## config.mk

```make
export PLATFORM = sky130hd
export DESIGN_NAME = exception_sequencer
export DESIGN_NICKNAME = d
export VERILOG_FILES = /design/src/rtl/exception_sequencer_pkg.sv /design/src/rtl/exc_take_logic.sv /design/src/rtl/exception_sequencer.sv
export SDC_FILE = /design/constraint.sdc
export NUM_CORES = 1
export LEC_CHECK = 0
export ABC_AREA = 1
export CAP_MARGIN = 25
export CORE_UTILIZATION = 44
export DETAILED_ROUTE_END_ITERATION = 8
export GPL_TIMING_DRIVEN = 1
export PLACE_DENSITY_LB_ADDON = 0.25
export SLEW_MARGIN = 20
export SYNTH_ARGS = -nofsm -noshare
export SYNTH_HDL_FRONTEND = slang
export SYNTH_SLANG_ARGS = --single-unit
```

## constraint.sdc

```tcl
create_clock -name clk -period 1.92 [get_ports clk]
set_clock_uncertainty 0.1 [all_clocks]
set_input_delay 0.288 -clock clk [delete_from_list [all_inputs] [get_ports clk]]
set_output_delay 0.288 -clock clk [all_outputs]
set_load 0.01 [all_outputs]
```

## src/rtl/exception_sequencer_pkg.sv

```systemverilog
// Shared encodings and constants for the interrupt/exception entry sequencer.
package exception_sequencer_pkg;

    typedef enum logic [1:0] {
        ST_IDLE   = 2'd0,
        ST_SAVE   = 2'd1,
        ST_KERNEL = 2'd2
    } state_t;

    typedef enum logic {
        CAUSE_IRQ = 1'b0,
        CAUSE_EXC = 1'b1
    } cause_t;

    localparam logic [31:0] DEFAULT_IRQ_VECTOR = 32'h8000_0004;
    localparam logic [31:0] DEFAULT_EXC_VECTOR = 32'h8000_0008;
    localparam logic [4:0]  K0_INDEX           = 5'd26;

    // An interrupted instruction must re-execute, so IRQ returns to its own PC;
    // a faulting instruction is skipped, so the exception returns to PC+4.
    function automatic logic [31:0] return_pc(input cause_t cause, input logic [31:0] pc_plus4);
        return (cause == CAUSE_EXC) ? pc_plus4 : (pc_plus4 - 32'd4);
    endfunction

endpackage

```

## src/rtl/exc_take_logic.sv

```systemverilog
// Combinational decision of whether an entry is taken this cycle and for which cause.
import exception_sequencer_pkg::*;

module exc_take_logic (
    input  logic   idle,
    input  logic   id_valid,
    input  logic   pc_write_en,
    input  logic   illegal_op,
    input  logic   irq_req,
    input  logic   branch_taken,
    output logic   take,
    output cause_t cause
);

    logic gate;
    logic exc_take;
    logic irq_take;

    // A redirecting branch would make the IRQ return PC ambiguous, so IRQs wait it out.
    assign gate     = idle & id_valid & pc_write_en;
    assign exc_take = gate & illegal_op;
    assign irq_take = gate & irq_req & ~branch_taken & ~illegal_op;
    assign take     = exc_take | irq_take;
    assign cause    = exc_take ? CAUSE_EXC : CAUSE_IRQ;

endmodule

```

## src/rtl/exception_sequencer.sv

```systemverilog
// Sequences IRQ/exception entry (flush, $k0 save, vector redirect) and kernel-mode exit on eret.
import exception_sequencer_pkg::*;

module exception_sequencer #(
    parameter logic [31:0] IRQ_VECTOR = DEFAULT_IRQ_VECTOR,
    parameter logic [31:0] EXC_VECTOR = DEFAULT_EXC_VECTOR
) (
    input  logic        clk,
    input  logic        reset,
    input  logic        irq_req,
    input  logic        illegal_op,
    input  logic        eret,
    input  logic        id_valid,
    input  logic [31:0] id_pc_plus4,
    input  logic        pc_write_en,
    input  logic        branch_taken,
    output logic        flush_if_id,
    output logic        flush_id_ex,
    output logic        redirect,
    output logic [31:0] redirect_pc,
    output logic        k0_we,
    output logic [31:0] k0_wdata,
    output logic        irq_ack,
    output logic        in_kernel,
    output logic        busy
);

    state_t      state_q;
    state_t      state_d;
    cause_t      cause_q;
    cause_t      take_cause;
    logic        take;
    logic [31:0] save_pc_q;

    exc_take_logic u_take (
        .idle         (state_q == ST_IDLE && !reset),
        .id_valid     (id_valid),
        .pc_write_en  (pc_write_en),
        .illegal_op   (illegal_op),
        .irq_req      (irq_req),
        .branch_taken (branch_taken),
        .take         (take),
        .cause        (take_cause)
    );

    always_ff @(posedge clk) begin
        if (reset) begin
            state_q   <= ST_IDLE;
            cause_q   <= CAUSE_IRQ;
            save_pc_q <= 32'd0;
        end else begin
            state_q <= state_d;
            if (take) begin
                cause_q   <= take_cause;
                save_pc_q <= return_pc(take_cause, id_pc_plus4);
            end
        end
    end

    // The take cycle is Mealy so the faulting/interrupted instruction never leaves ID.
    always_comb begin
        state_d     = state_q;
        flush_if_id = 1'b0;
        flush_id_ex = 1'b0;
        redirect    = 1'b0;
        redirect_pc = 32'd0;
        k0_we       = 1'b0;
        k0_wdata    = 32'd0;
        irq_ack     = 1'b0;
        in_kernel   = 1'b0;
        busy        = 1'b0;
        case (state_q)
            ST_IDLE: begin
                if (take) begin
                    flush_if_id = 1'b1;
                    flush_id_ex = 1'b1;
                    state_d     = ST_SAVE;
                end
            end
            ST_SAVE: begin
                flush_if_id = 1'b1;
                flush_id_ex = 1'b1;
                redirect    = 1'b1;
                redirect_pc = (cause_q == CAUSE_EXC) ? EXC_VECTOR : IRQ_VECTOR;
                k0_we       = 1'b1;
                k0_wdata    = save_pc_q;
                irq_ack     = (cause_q == CAUSE_IRQ);
                busy        = 1'b1;
                state_d     = ST_KERNEL;
            end
            ST_KERNEL: begin
                in_kernel = 1'b1;
                busy      = 1'b1;
                if (eret && id_valid && pc_write_en) begin
                    state_d = ST_IDLE;
                end
            end
            default: state_d = ST_IDLE;
        endcase
    end

endmodule

```

==> flow_metrics.env <==
export IMPL_yosysMostFrequentCell="nand2_1"
export IMPL_ant_nets=0
export IMPL_required_ns=1.53
export IMPL_r2r_end="save_pc_q[7]$_SDFFE_PP0P_"
export IMPL_synth_area_per_cell_sq_um=5.79
export IMPL_path_common_cell="buf_6"
export IMPL_start_kind="flip-flop"
export IMPL_final_util_pct=66.1
export IMPL_endpoint_kind="output port"
export IMPL_syn_instance_count=486
export IMPL_synth_compound_area_share_pct=10.3
export IMPL_min_period_ns=1.87
export IMPL_antenna_found_initial=0
export IMPL_io_pins=111
export IMPL_slew_violations=0
export IMPL_rows=28
export IMPL_clockBufferDepth=2
export IMPL_vdd_ir_drop_max_uv=540
export IMPL_layout_nets=638
export IMPL_reg2reg_depth=12
export IMPL_first_iter_violations=171
export IMPL_initial_utilization_pct=46.7
export IMPL_cts_buffers=5
export IMPL_ys_types=28
export IMPL_route_detailed_drc=0
export IMPL_drt_pass1_iter_count=4
export IMPL_cts_hold_buffers_added=0
export IMPL_clock_sinks=35
export IMPL_cts_root_buf="clkbuf_8"
export IMPL_ys_seq_area_share_pct=24.9
export IMPL_worst_slack_ns=0.0534
export IMPL_path_buf_inv=6
export IMPL_grt_pass1_vias=2858
export IMPL_clk_pin_slew_ns=0.08
export IMPL_endpoint="k0_wdata[22]"
export IMPL_synth_top_area_share_pct=24.9
export IMPL_synth_edf_count=0
export IMPL_path_max_fanout=7
export IMPL_ys_top_cells_by_area="dfxtp_1 25%, nand2_1 15%, nor2_1 12%"
export IMPL_hpwl_mm=5.67
export IMPL_cp_top_family="buffers and inverters"
export IMPL_port_buffers=81
export IMPL_syn_to_final_growth_pct=41.5
export IMPL_drv_cap=0
export IMPL_fp_dieH_um=82.0
export IMPL_min_period_over_period_pct=97.2
export IMPL_worst_r2r_setup_slack_ns=0.12
export IMPL_cts_tree="built"
export IMPL_status="finished, final reports clean"
export IMPL_async_flop_share_pct=0
export IMPL_crit_chain="inv_4, buf_4, ha_4, buf_6, buf_6, nand2_2, inv_1, buf_2"
export IMPL_grt_ovfl_total=0
export IMPL_clock_latency_ns=0.29
export IMPL_ys_ff_latch=35
export IMPL_setup_violations=0
export IMPL_synth_fa_ha_area_share_pct=2.22
export IMPL_slowest_delay_ns=0.35
export IMPL_synth_top_cells_by_count="115 x nand2_1, 87 x nor2_1, 84 x inv_1"
export IMPL_cp_num_cells=8
export IMPL_grt_start_max_net_pins=24
export IMPL_place_ws_ns=-0.331
export IMPL_routed_wl_mm=7.52
export IMPL_worst_pin_slew_ns=0.642
export IMPL_synth_mux_area_share_pct=0
export IMPL_wl_per_cell_um=11.2
export IMPL_timing_fmax_ghz=0.536
export IMPL_dieArea_sq_um=6720
export IMPL_track_usage_pct=23.7
export IMPL_hp_start="cause_q$_SDFFE_PP0P_"
export IMPL_die_w_um=82.0
export IMPL_slowest_stage="dfxtp_2"
export IMPL_power_per_cell_area_nw_per_um2=667
export IMPL_p_leak_nw=2.20
export IMPL_grt_pass1_wl_mm=12.3
export IMPL_fin_setup_tns_ns=0
export IMPL_viasPerCell=4.64
export IMPL_synth_largest_area_cell="dfxtp_1"
export IMPL_criticalPathCategory="reg2out"
export IMPL_post_synth_xor_area_fraction_pct=1.87
export IMPL_slew_headroom_pct=57.2
export IMPL_place_gp_congestion=0.852
export IMPL_h_tree_depth=2
export IMPL_synth_simple_area_share_pct=36.9
export IMPL_cp_arrival_ns=1.48
export IMPL_rr_startpoint="state_q[0]$_SDFFE_PP0P_"
export IMPL_synth_warnings=0
export IMPL_hp_class="reg2reg"
export IMPL_coreArea_sq_um=6030
export IMPL_syn_area_sq_um=2810
export IMPL_hold_viol=0
export IMPL_antenna_cells=0
export IMPL_cp_startpoint="state_q[1]$_SDFFE_PP0P_"
export IMPL_grt_setup_unrepaired="true"
export IMPL_drive_gt1_share_pct=15.3
export IMPL_synth_top_family_by_area="simple AND/OR/NAND/NOR gates"
export IMPL_num_vias=3101
export IMPL_synth_main_ff_cell="dfxtp_1"
==> worst reg2reg max path: stages, from the launching register on <==
cell and delay [ns]:
dfxtp_2 0.33, inv_2 0.08, ha_4 0.14, inv_2 0.04, nor2_4 0.11, nand3_4 0.08, buf_4 0.20, nand2_1 0.17
inv_1 0.12, nand2_1 0.10, nand3_1 0.08, o211ai_1 0.08, inv_1 0.05
==> layer usage <==
layer	vias up	track usage, %	part of all wire [%]
met5	-	0	0
met4	0	8.07	1.2
met3	8	3.33	4.9
met2	89	43.4	49
met1	1372	27.9	45
li1	1632	-	-
==> state kept, by name (all words and copies together) (netlist names) <==
name       count
cause_q        1
state_q        2
save_pc_q     32
==> final cells by class <==
type	instances	area, sq um
multi-input cells	344	1600
repair buffers	121	1130
fillers	576	2040
inverters	86	338
clock buffers	6	82.6
well taps	75	93.8
clock inverters	2	35.0
flip-flops and latches	35	703
==> worst min-delay path by stage <==
stage / to / slack [ns] / cells after the start
final: cause_q$_SDFFE_PP0P_ / 0.38 / 2
after global routing: cause_q$_SDFFE_PP0P_ / 0.41 / 2
after CTS: cause_q$_SDFFE_PP0P_ / 0.38 / 2
after detailed placement: cause_q$_SDFFE_PP0P_ / 0.37 / 2
after global placement: save_pc_q[0]$_SDFFE_PP0P_ / 0.36 / 2
after floorplan: save_pc_q[4]$_SDFFE_PP0P_ / 0.33 / 2
==> where the power goes <==
part           leakage [nW]  switching, mW  total (mW)  internal, mW
Sequential            0.286         0.0411       0.843         0.802
Combinational          1.85          0.569        1.11         0.537
Clock                0.0612          0.287       0.707         0.420
==> kinds of logic (layout without fill, tap and decap cells) <==
| logic type | after synthesis | count (layout) |
|---|---|---|
| compound gates | 56 | 56 |
| xor+xnor | 6 | 6 |
| fa+ha+maj | 5 | 5 |
| flops | 35 | 35 |
| buf+inv | 135 | 215 |
| other cells | 1 | 29 |
| simple gates | 248 | 248 |
==> metrics by stage <==
stage | cell area [sq um] | power (mW) | std cells | hold WS, ns
2_1_floorplan | 2920 | 1.43 | 514 | 0.333
3_3_place_gp | 3760 | 1.79 | 654 | 0.362
3_5_place_dp | 3760 | 1.81 | 654 | 0.373
4_1_cts | 3950 | 2.59 | 667 | 0.383
5_1_grt | 3980 | 2.83 | 669 | 0.415
6_report | 3980 | 2.66 | 669 | 0.381
==> cell usage in the layout (no fill, tap or decap), types with 4 or more instances in the layout <==
cell and n:
buf_2 5, inv_1 80, clkdlybuf4s15_1 16, inv_2 4, buf_6 6, nand2_2 4, o21ai_0 23, conb_1 29
nand2_1 111, o21ai_1 9, buf_12 4, clkbuf_8 6, nand3_1 30, clkbuf_2 14, a21oi_1 20, dfxtp_1 33
clkdlybuf4s50_1 40, nor2_1 86, buf_4 29, xor2_1 4
==> what timing repair did <==
| action | in CTS | in global routing |
|---|---|---|
| endpoints found under the setup margin | 44 | 63 |
| gates resized for setup | 81 | 64 |
| pin swaps | 4 | 4 |
| setup buffers | 2 | 2 |
| gates cloned | 3 | 0 |
(Power assumes the default switching activity.)
